**src/rtl/uart_tx_framer.sv**
```systemverilog
// Serial transmit framer: start bit, DATA_W payload bits LSB first, optional parity, stop bit(s).
// Define UART_TX_PARITY_EN to insert a parity bit (even, or odd with PARITY_ODD=1) after the payload.
module uart_tx_framer #(
  parameter int DATA_W       = 8,
  parameter int CLKS_PER_BIT = 4,
  parameter int STOP_BITS    = 1,
  parameter int PARITY_ODD   = 0
) (
  input  logic              clk,
  input  logic              rst,
  input  logic              tx_valid,
  input  logic [DATA_W-1:0] tx_data,
  output logic              tx_ready,
  output logic              tx,
  output logic              tx_busy,
  output logic              tx_done
);

  localparam int BAUD_W = (CLKS_PER_BIT > 1) ? $clog2(CLKS_PER_BIT) : 1;
  localparam int IDX_W  = $clog2(DATA_W);
  localparam logic [BAUD_W-1:0] BAUD_LAST = BAUD_W'(CLKS_PER_BIT - 1);
  localparam logic [IDX_W-1:0]  IDX_LAST  = IDX_W'(DATA_W - 1);
  // stop_idx value that marks the final stop bit
  localparam logic              STOP_LAST = 1'(STOP_BITS - 1);

  if (DATA_W < 4 || DATA_W > 16) begin : g_bad_data_w
    $error("DATA_W must be in 4..16");
  end
  if (CLKS_PER_BIT < 1) begin : g_bad_clks_per_bit
    $error("CLKS_PER_BIT must be >= 1");
  end
  if (STOP_BITS != 1 && STOP_BITS != 2) begin : g_bad_stop_bits
    $error("STOP_BITS must be 1 or 2");
  end
  if (PARITY_ODD != 0 && PARITY_ODD != 1) begin : g_bad_parity_odd
    $error("PARITY_ODD must be 0 or 1");
  end

`ifdef UART_TX_PARITY_EN
  typedef enum logic [2:0] {IDLE, START, DATA, PARITY, STOP} state_t;
`else
  typedef enum logic [2:0] {IDLE, START, DATA, STOP} state_t;
`endif

  state_t              state_reg, state_next;
  logic [BAUD_W-1:0]   baud_reg, baud_next;
  logic [IDX_W-1:0]    idx_reg, idx_next;
  logic                stop_reg, stop_next;
  logic [DATA_W-1:0]   shift_reg, shift_next;
  logic                tx_reg, tx_next;
  logic                bit_end;
`ifdef UART_TX_PARITY_EN
  logic                parity_reg, parity_next;
`endif

  assign bit_end = (baud_reg == BAUD_LAST);

  always_ff @(posedge clk) begin
    if (rst) begin
      state_reg <= IDLE;
      baud_reg  <= '0;
      idx_reg   <= '0;
      stop_reg  <= 1'b0;
      shift_reg <= '1;
      tx_reg    <= 1'b1;
`ifdef UART_TX_PARITY_EN
      parity_reg <= 1'b0;
`endif
    end else begin
      state_reg <= state_next;
      baud_reg  <= baud_next;
      idx_reg   <= idx_next;
      stop_reg  <= stop_next;
      shift_reg <= shift_next;
      tx_reg    <= tx_next;
`ifdef UART_TX_PARITY_EN
      parity_reg <= parity_next;
`endif
    end
  end

  // tx_next is the line value for the cycle after this one, so the line itself is a flop output.
  always_comb begin
    state_next = state_reg;
    idx_next   = idx_reg;
    stop_next  = stop_reg;
    shift_next = shift_reg;
    tx_next    = tx_reg;
`ifdef UART_TX_PARITY_EN
    parity_next = parity_reg;
`endif
    if (state_reg == IDLE || bit_end) begin
      baud_next = '0;
    end else begin
      baud_next = baud_reg + 1'b1;
    end

    case (state_reg)
      IDLE: begin
        tx_next = 1'b1;
        if (tx_valid) begin
          state_next = START;
          shift_next = tx_data;
          idx_next   = '0;
          stop_next  = 1'b0;
          tx_next    = 1'b0;
`ifdef UART_TX_PARITY_EN
          parity_next = (^tx_data) ^ 1'(PARITY_ODD);
`endif
        end
      end
      START: begin
        if (bit_end) begin
          state_next = DATA;
          tx_next    = shift_reg[0];
        end
      end
      DATA: begin
        if (bit_end) begin
          if (idx_reg == IDX_LAST) begin
            idx_next = '0;
`ifdef UART_TX_PARITY_EN
            state_next = PARITY;
            tx_next    = parity_reg;
`else
            state_next = STOP;
            tx_next    = 1'b1;
`endif
          end else begin
            idx_next   = idx_reg + 1'b1;
            shift_next = {1'b1, shift_reg[DATA_W-1:1]};
            tx_next    = shift_reg[1];
          end
        end
      end
`ifdef UART_TX_PARITY_EN
      PARITY: begin
        if (bit_end) begin
          state_next = STOP;
          tx_next    = 1'b1;
        end
      end
`endif
      STOP: begin
        tx_next = 1'b1;
        if (bit_end) begin
          if (stop_reg == STOP_LAST) begin
            state_next = IDLE;
            stop_next  = 1'b0;
          end else begin
            stop_next = 1'b1;
          end
        end
      end
      default: begin
        state_next = IDLE;
        tx_next    = 1'b1;
      end
    endcase
  end

  assign tx       = tx_reg;
  assign tx_ready = !rst && (state_reg == IDLE);
  assign tx_busy  = !rst && (state_reg != IDLE);
  assign tx_done  = !rst && (state_reg == STOP) && bit_end && (stop_reg == STOP_LAST);

endmodule

```
**config.mk**
```make
export PLATFORM = sky130hd
export DESIGN_NAME = uart_tx_framer
export DESIGN_NICKNAME = d
export VERILOG_FILES = /design/src/rtl/uart_tx_framer.sv
export SDC_FILE = /design/constraint.sdc
export NUM_CORES = 1
export LEC_CHECK = 0
export BUFFER_PORTS_ARGS = -buffer_cell sky130_fd_sc_hd__buf_2
export CAP_MARGIN = 0
export CORE_MARGIN = 2
export CORE_UTILIZATION = 50
export CTS_CLUSTER_SIZE = 28
export DETAILED_ROUTE_END_ITERATION = 10
export PLACE_DENSITY = 0.73
export SYNTH_ARGS = -nofsm -noshare
export SYNTH_HDL_FRONTEND = slang
export SYNTH_SLANG_ARGS = --single-unit
export TNS_END_PERCENT = 10
```
**constraint.sdc**
```tcl
create_clock -name clk -period 5.3 [get_ports clk]
set_input_delay 0 -clock clk [delete_from_list [all_inputs] [get_ports clk]]
set_output_delay 0 -clock clk [all_outputs]
set_load 0.02 [all_outputs]
```
==> results of run 1 <==
==> power groups by stage <==
| stage | Combinational, mW | Sequential, mW | Clock (mW) |
|---|---|---|---|
| finish | 0.259 | 0.182 | 0.0816 |
| global placement | 0.255 | 0.182 | 0 |
| global route | 0.288 | 0.187 | 0.0914 |
| CTS | 0.261 | 0.182 | 0.0839 |
| detailed placement | 0.260 | 0.185 | 0 |
| floorplan | 0.228 | 0.184 | 0 |
==> critical path, cell delays in order (launching register included) <==
cell,delay (ns)
dfxtp_1,0.36
inv_1,0.11
ha_1,0.58
nor2_1,0.11
a211o_1,0.46
a211oi_1,0.29
a211o_1,0.13
==> layout make-up <==
class	count	area (um^2)	share of cell area, %
repair buffers	14	70.07	7.407
well taps	16	20.02	2.116
inverters	4	15.01	1.587
clock buffers	4	36.28	3.836
multi-input cells	65	484.2	51.19
flip-flops and latches	16	320.3	33.86
==> logic make-up (layout without fill, tap and decap cells) <==
kind of cell | count (synthesis) | in the layout | synth area share (%)
simple gates | 30 | 30 | 17.74
fa+ha+maj | 8 | 8 | 11.73
flops | 16 | 16 | 37.54
compound gates | 20 | 20 | 19.06
mux | 7 | 7 | 8.211
buf+inv | 10 | 22 | 5.718
==> how the worst max path moves through the flow <==
stage                 start           end  cells past startpoint
2_1_floorplan    idx_reg[0]  shift_reg[0]                      6
3_3_place_gp   state_reg[0]  shift_reg[4]                      5
3_5_place_dp   state_reg[0]  shift_reg[1]                      5
4_1_cts        state_reg[0]  shift_reg[1]                      5
5_1_grt        state_reg[0]  shift_reg[6]                      6
6_report       state_reg[0]  shift_reg[6]                      6
==> per-layer routing <==
metal	share of wire, %	track usage, %	vias up	wire length [um]
li1	-	-	349	-
met1	48	20.88	301	718
met2	47	25.14	14	694
met3	3.1	3.600	4	46
met4	1.7	10.59	0	26
met5	0	0	-	0
==> stage by stage <==
stage | hold slack, ns | util (%) | instance area [um^2]
2_1_floorplan | 0.2396 | - | 853.3
3_3_place_gp | 0.3354 | 58.35 | 909.6
3_5_place_dp | 0.3398 | 58.35 | 909.6
4_1_cts | 0.03518 | 60.67 | 945.9
5_1_grt | 0.05540 | 60.67 | 945.9
6_report | 0.03962 | 60.67 | 945.9
==> cells in the mapped netlist (2+ instances only) <==
cell,number
clkbuf_1,2
nor2_1,16
a22oi_1,3
buf_2,3
nand2b_1,3
ha_1,8
nor2b_1,2
or2_2,2
inv_1,4
mux2i_1,7
dfxtp_1,16
a211oi_1,2
a211o_1,8
==> flow_summary_export.csv, run 1 <==
group,metric,value,unit
yosys,synth_seq_cells,16,
setup_path,crit_type,"reg2reg",
yosys,yosys_warnings,0,
pwr,p_per_area,552.0,nW/um^2
routing,drt-initial-drc-count,7,
clock_network,cts.sinks,16,
timing,slew_headroom,55.43,%
floorplanning,start_util,54.74,%
setup_path,start_kind,"register",
floorplanning,dieArea,2053,um^2
clock_network,htree_levels,1,
placed_design,hpwlAfterDp,1057,um
global_routing,grt_pass1_wl,2421,um
floorplanning,die_h,45.31,um
clock_network,cts_buffer_depth,2,
pwr,p_leak,0.4421,nW
setup_path,required,5.54,ns
pwr,p_comb_share,49.5,%
yosys,syn-cell-area,853.3,um^2
yosys,ys_types,28,
cells_and_area,largest_reg_flops,8,
clock_network,clk_pin_slew_worst_paths,0.10,ns
setup_path,reg2reg_depth,6,
floorplanning,coreArea,1559,um^2
worst_hold_path,min_from,"tx_data[2]",
placed_design,portBuffers,14,
timing,finalCritPeriodShare,39.39,%
clock_network,cts_tree,"done",
timing,drv_slew,0,
placed_design,dpl_worst_slack,3.235,ns
cells_and_area,drive_gt1_share,19.42,%
yosys,synth.largest_area_cell,"dfxtp_1",
setup_path,critPathCaptureType,"register",
global_routing,antenna_found_initial,0,
yosys,netlist_instances,91,
clock_network,cts-resized-gates,0,
routing,dr.pass1.iters,4,
cells_and_area,syn_to_final_growth,10.85,%
timing,tns,0,ns
timing,fin_crit,2.088,ns
pwr,p_total,0.5221,mW
worst_hold_path,whs_path_depth,4,
placed_design,dp.cells,115,
clock_network,post-cts-setup-buffers,0,
setup_path,cp_max_fo,17,
worst_hold_path,whs_endpoint,"shift_reg[2]",
pwr,power_switching,0.2081,mW
cells_and_area,fin_nets,123,
setup_path,reg2reg_slack,3.21,ns
global_routing,grt_usage,16.50,%
routing,wirelength,1487,um
pwr,peakVddDrop,286.2,uV
yosys,synth.avg_cell_area,9.377,um^2
pwr,seqPwrFrac,34.8,%
routing,vias,668,
pwr,pwr-share-clk,15.6,%
setup_path,reg2reg_from,"state_reg[0]",
pwr,p_int,0.3140,mW
worst_hold_path,hp-class,"in2reg",
routing,routedWlPerCell,12.50,um
global_routing,grt_pass1_vias,573,
timing,setup_viol,0,
clock_network,cts_hold_buffers,0,
timing,setup_ws,3.212,ns
floorplanning,rows,14,
yosys,synth_edf_count,0,
routing,vias_per_cell,5.613,
yosys,synth-async-reset-ratio,0,%
placed_design,globalplace.congestion,0.6716,
run,cap_violations,0,
cells_and_area,fillers,149,
timing,worst_slew_pin_slew,0.6517,ns
clock_network,cts_buffers,3,
floorplanning,die_w,45.31,um
clock_network,cts-root-buf,"clkbuf_4",
yosys,synth_top_cells_by_area,"dfxtp_1 (38%), ha_1 (12%), a211o_1 (8.2%), mux2i_1 (8.2%), nor2_1 (7.0%)",
global_routing,grt_overflow,0,
floorplanning,pin_count,15,
routing,drc,0,
timing,hold_violations,0,
timing,finalClockSkew,0.007571,ns
yosys,synth_seq_area_share,37.54,%
routing,drtAntennaViolNets,0,
cells_and_area,stdcell_count,119,
clock_network,insertion_delay,0.29,ns
cells_and_area,diodes,0,
cells_and_area,layout_common_cells,"nor2_1 (16), dfxtp_1 (16), buf_2 (14)",
setup_path,r2r-end,"shift_reg[6]",
global_routing,grt_max_degree,21,
pwr,swShare,39.86,%
yosys,synth_nets,110,
outcome,status,"finished, final reports clean",
timing,rsz0062_at_grt,"false",
yosys,synth_top_area_share,37.54,%
timing,max_freq,479.0,MHz
setup_path,critPathArrivalTime,2.32,ns
yosys,dominantRegCellSynth,"dfxtp_1",
No activity file was read; power rests on OpenSTA's default activity.
==> run 2: changes to the inputs <==
- CORE_UTILIZATION: 50 -> 48
- clock period: 5.3 -> 1.81 ns (I/O delays scaled with it)
==> flow_summary_export.csv, run 2 (synthesized netlist as in run 1, its figures left out) <==
group,metric,value,unit
setup_path,crit_end,"shift_reg[6]",
floorplanning,rows,15,
setup_path,reg2reg_depth,5,
setup_path,slowest_stage,"a211o_4",
clock_network,cts_buffers,3,
cells_and_area,layout_common_cells,"nor2_1 (16), dfxtp_1 (15), buf_2 (14)",
pwr,pwr-share-clk,11.1,%
placed_design,place_area,958.4,um^2
pwr,power_switching,0.6368,mW
setup_path,startpoint,"idx_reg[0]",
cells_and_area,syn_to_final_growth,17.45,%
routing,dr.pass1.iters,4,
clock_network,cts-root-buf,"clkbuf_4",
routing,drtAntennaViolNets,0,
clock_network,clk_pin_slew_worst_paths,0.09,ns
timing,fin_crit,1.740,ns
cells_and_area,stdcell_area,1002,um^2
floorplanning,die_w,46.17,um
setup_path,r2r-end,"shift_reg[6]",
placed_design,portBuffers,14,
pwr,p_int,0.9475,mW
clock_network,cts_tree,"done",
floorplanning,pin_count,15,
routing,routedWlPerCell,11.54,um
cells_and_area,largest_reg_flops,8,
timing,finalClockSkew,0.001547,ns
routing,drt-initial-drc-count,14,
timing,max_freq,574.9,MHz
global_routing,grt_usage,16.69,%
placed_design,dp.cells,129,
setup_path,worstPathBufferInverterCount,0,
setup_path,path_cells,"ha_1 > ha_1 > nand2b_1 > a211o_4 > a211o_1",
pwr,p_per_area,1581,nW/um^2
global_routing,grt_pass1_vias,647,
timing,slew_headroom,76.39,%
timing,drv_slew,0,
pwr,peakVddDrop,1162,uV
setup_path,critPathCaptureType,"register",
setup_path,slowest_delay,0.42,ns
timing,setup_viol,0,
setup_path,start_kind,"register",
timing,finalCritPeriodShare,96.11,%
pwr,p_comb_share,55.1,%
pwr,swShare,40.19,%
global_routing,grt_pass1_wl,2608,um
setup_path,reg2reg_slack,0.07,ns
setup_path,required,1.98,ns
routing,wirelength,1523,um
clock_network,insertion_delay,0.27,ns
cells_and_area,stdcell_count,132,
timing,worst_slew_pin_slew,0.3542,ns
cells_and_area,multi_input_area,504.2,um^2
timing,tns,0,ns
timing,hold_violations,0,
floorplanning,coreArea,1708,um^2
outcome,status,"finished, final reports clean",
setup_path,crit_cells,5,
placed_design,globalplace.congestion,0.7945,
routing,vias,692,
run,cap_violations,0,
cells_and_area,final_core_util,58.68,%
setup_path,reg2reg_from,"idx_reg[0]",
global_routing,grt_overflow,0,
routing,vias_per_cell,5.242,
floorplanning,die_h,46.17,um
routing,drc,0,
pwr,seqPwrFrac,33.8,%
setup_path,critPathArrivalTime,1.91,ns
clock_network,cts_buffer_depth,2,
clock_network,cts.sinks,16,
cells_and_area,drive_gt1_share,26.17,%
placed_design,hpwlAfterDp,1119,um
setup_path,path_common_cell,"ha_1",
cells_and_area,register_area,321.6,um^2
worst_hold_path,hp-class,"in2reg",
global_routing,grt_max_degree,21,
cells_and_area,fin_nets,128,
cells_and_area,fillers,155,
setup_path,cp_max_fo,15,
floorplanning,start_util,49.96,%
clock_network,post-cts-setup-buffers,0,
setup_path,crit_type,"reg2reg",
setup_path,critPathTopFamily,"compound AO/OA/AOI/OAI gates",
cells_and_area,layout_commonest_cell,"nor2_1",
cells_and_area,diodes,0,
pwr,p_leak,0.4642,nW
global_routing,antenna_found_initial,0,
floorplanning,dieArea,2131,um^2
clock_network,htree_levels,1,
## run 2: changes by cell type in the layout (fill, tap and decap cells not counted), sizes merged
| cell | delta |
|---|---|
| clkbuf | -1 |
| buf | +5 |
## run 2: layer usage
layer	up-vias	track usage, %	share of wire (%)
met5	-	0	0
met2	9	27.50	45
li1	358	-	-
met3	2	2.745	3.3
met4	0	6.857	0.79
met1	323	21.38	50
## run 2: repair_timing
action / in CTS / in global routing
hold buffers: 0 / 0
resized for setup: 1 / 5
cloned: 0 / 0
pin swaps: 0 / 0
endpoints found under the setup margin: 1 / 6
## run 2: worst register-to-register path: cells and delay by family (launching register included)
family                   cells  cell delay, ns
flip-flops                   1            0.33
adder cells (fa/ha/maj)      2            0.38
AND/OR/NAND/NOR              1            0.18
AO/OA/AOI/OAI                2            0.74
## run 2: layout make-up
class	instances	area share, %
clock buffer	3	2.247
inverter	4	1.498
multi-input combinational	65	50.31
sequential	16	32.08
tap	25	3.121
timing repair buffer	19	10.74
## run 2: power groups by stage
stage	sequential, mW	combinational [mW]	clock (mW)
6_report	0.535	0.872	0.176
2_1_floorplan	0.538	0.667	0
3_3_place_gp	0.536	0.794	0
3_5_place_dp	0.540	0.810	0
4_1_cts	0.532	0.819	0.183
5_1_grt	0.550	0.971	0.192
## run 2: worst min-delay path by stage
stage	cells past startpoint	from	to	slack (ns)
finish	4	tx_data[2]	shift_reg[2]	0.05
global route	4	tx_data[5]	shift_reg[5]	0.09
CTS	4	tx_data[2]	shift_reg[2]	0.05
floorplan	3	tx_data[0]	shift_reg[0]	0.24
detailed placement	4	tx_data[2]	shift_reg[2]	0.34
global placement	4	tx_data[2]	shift_reg[2]	0.33
## run 2: through the flow
step | worst slack (ns) | hold slack (ns) | power, mW
after floorplan | 0.08109 | 0.2396 | 1.205
after global placement | 0.06710 | 0.3263 | 1.330
after CTS | 0.04212 | 0.05124 | 1.533
after global routing | -0.005183 | 0.08985 | 1.713
final | 0.07043 | 0.05245 | 1.584
after detailed placement | 0.02012 | 0.3391 | 1.351
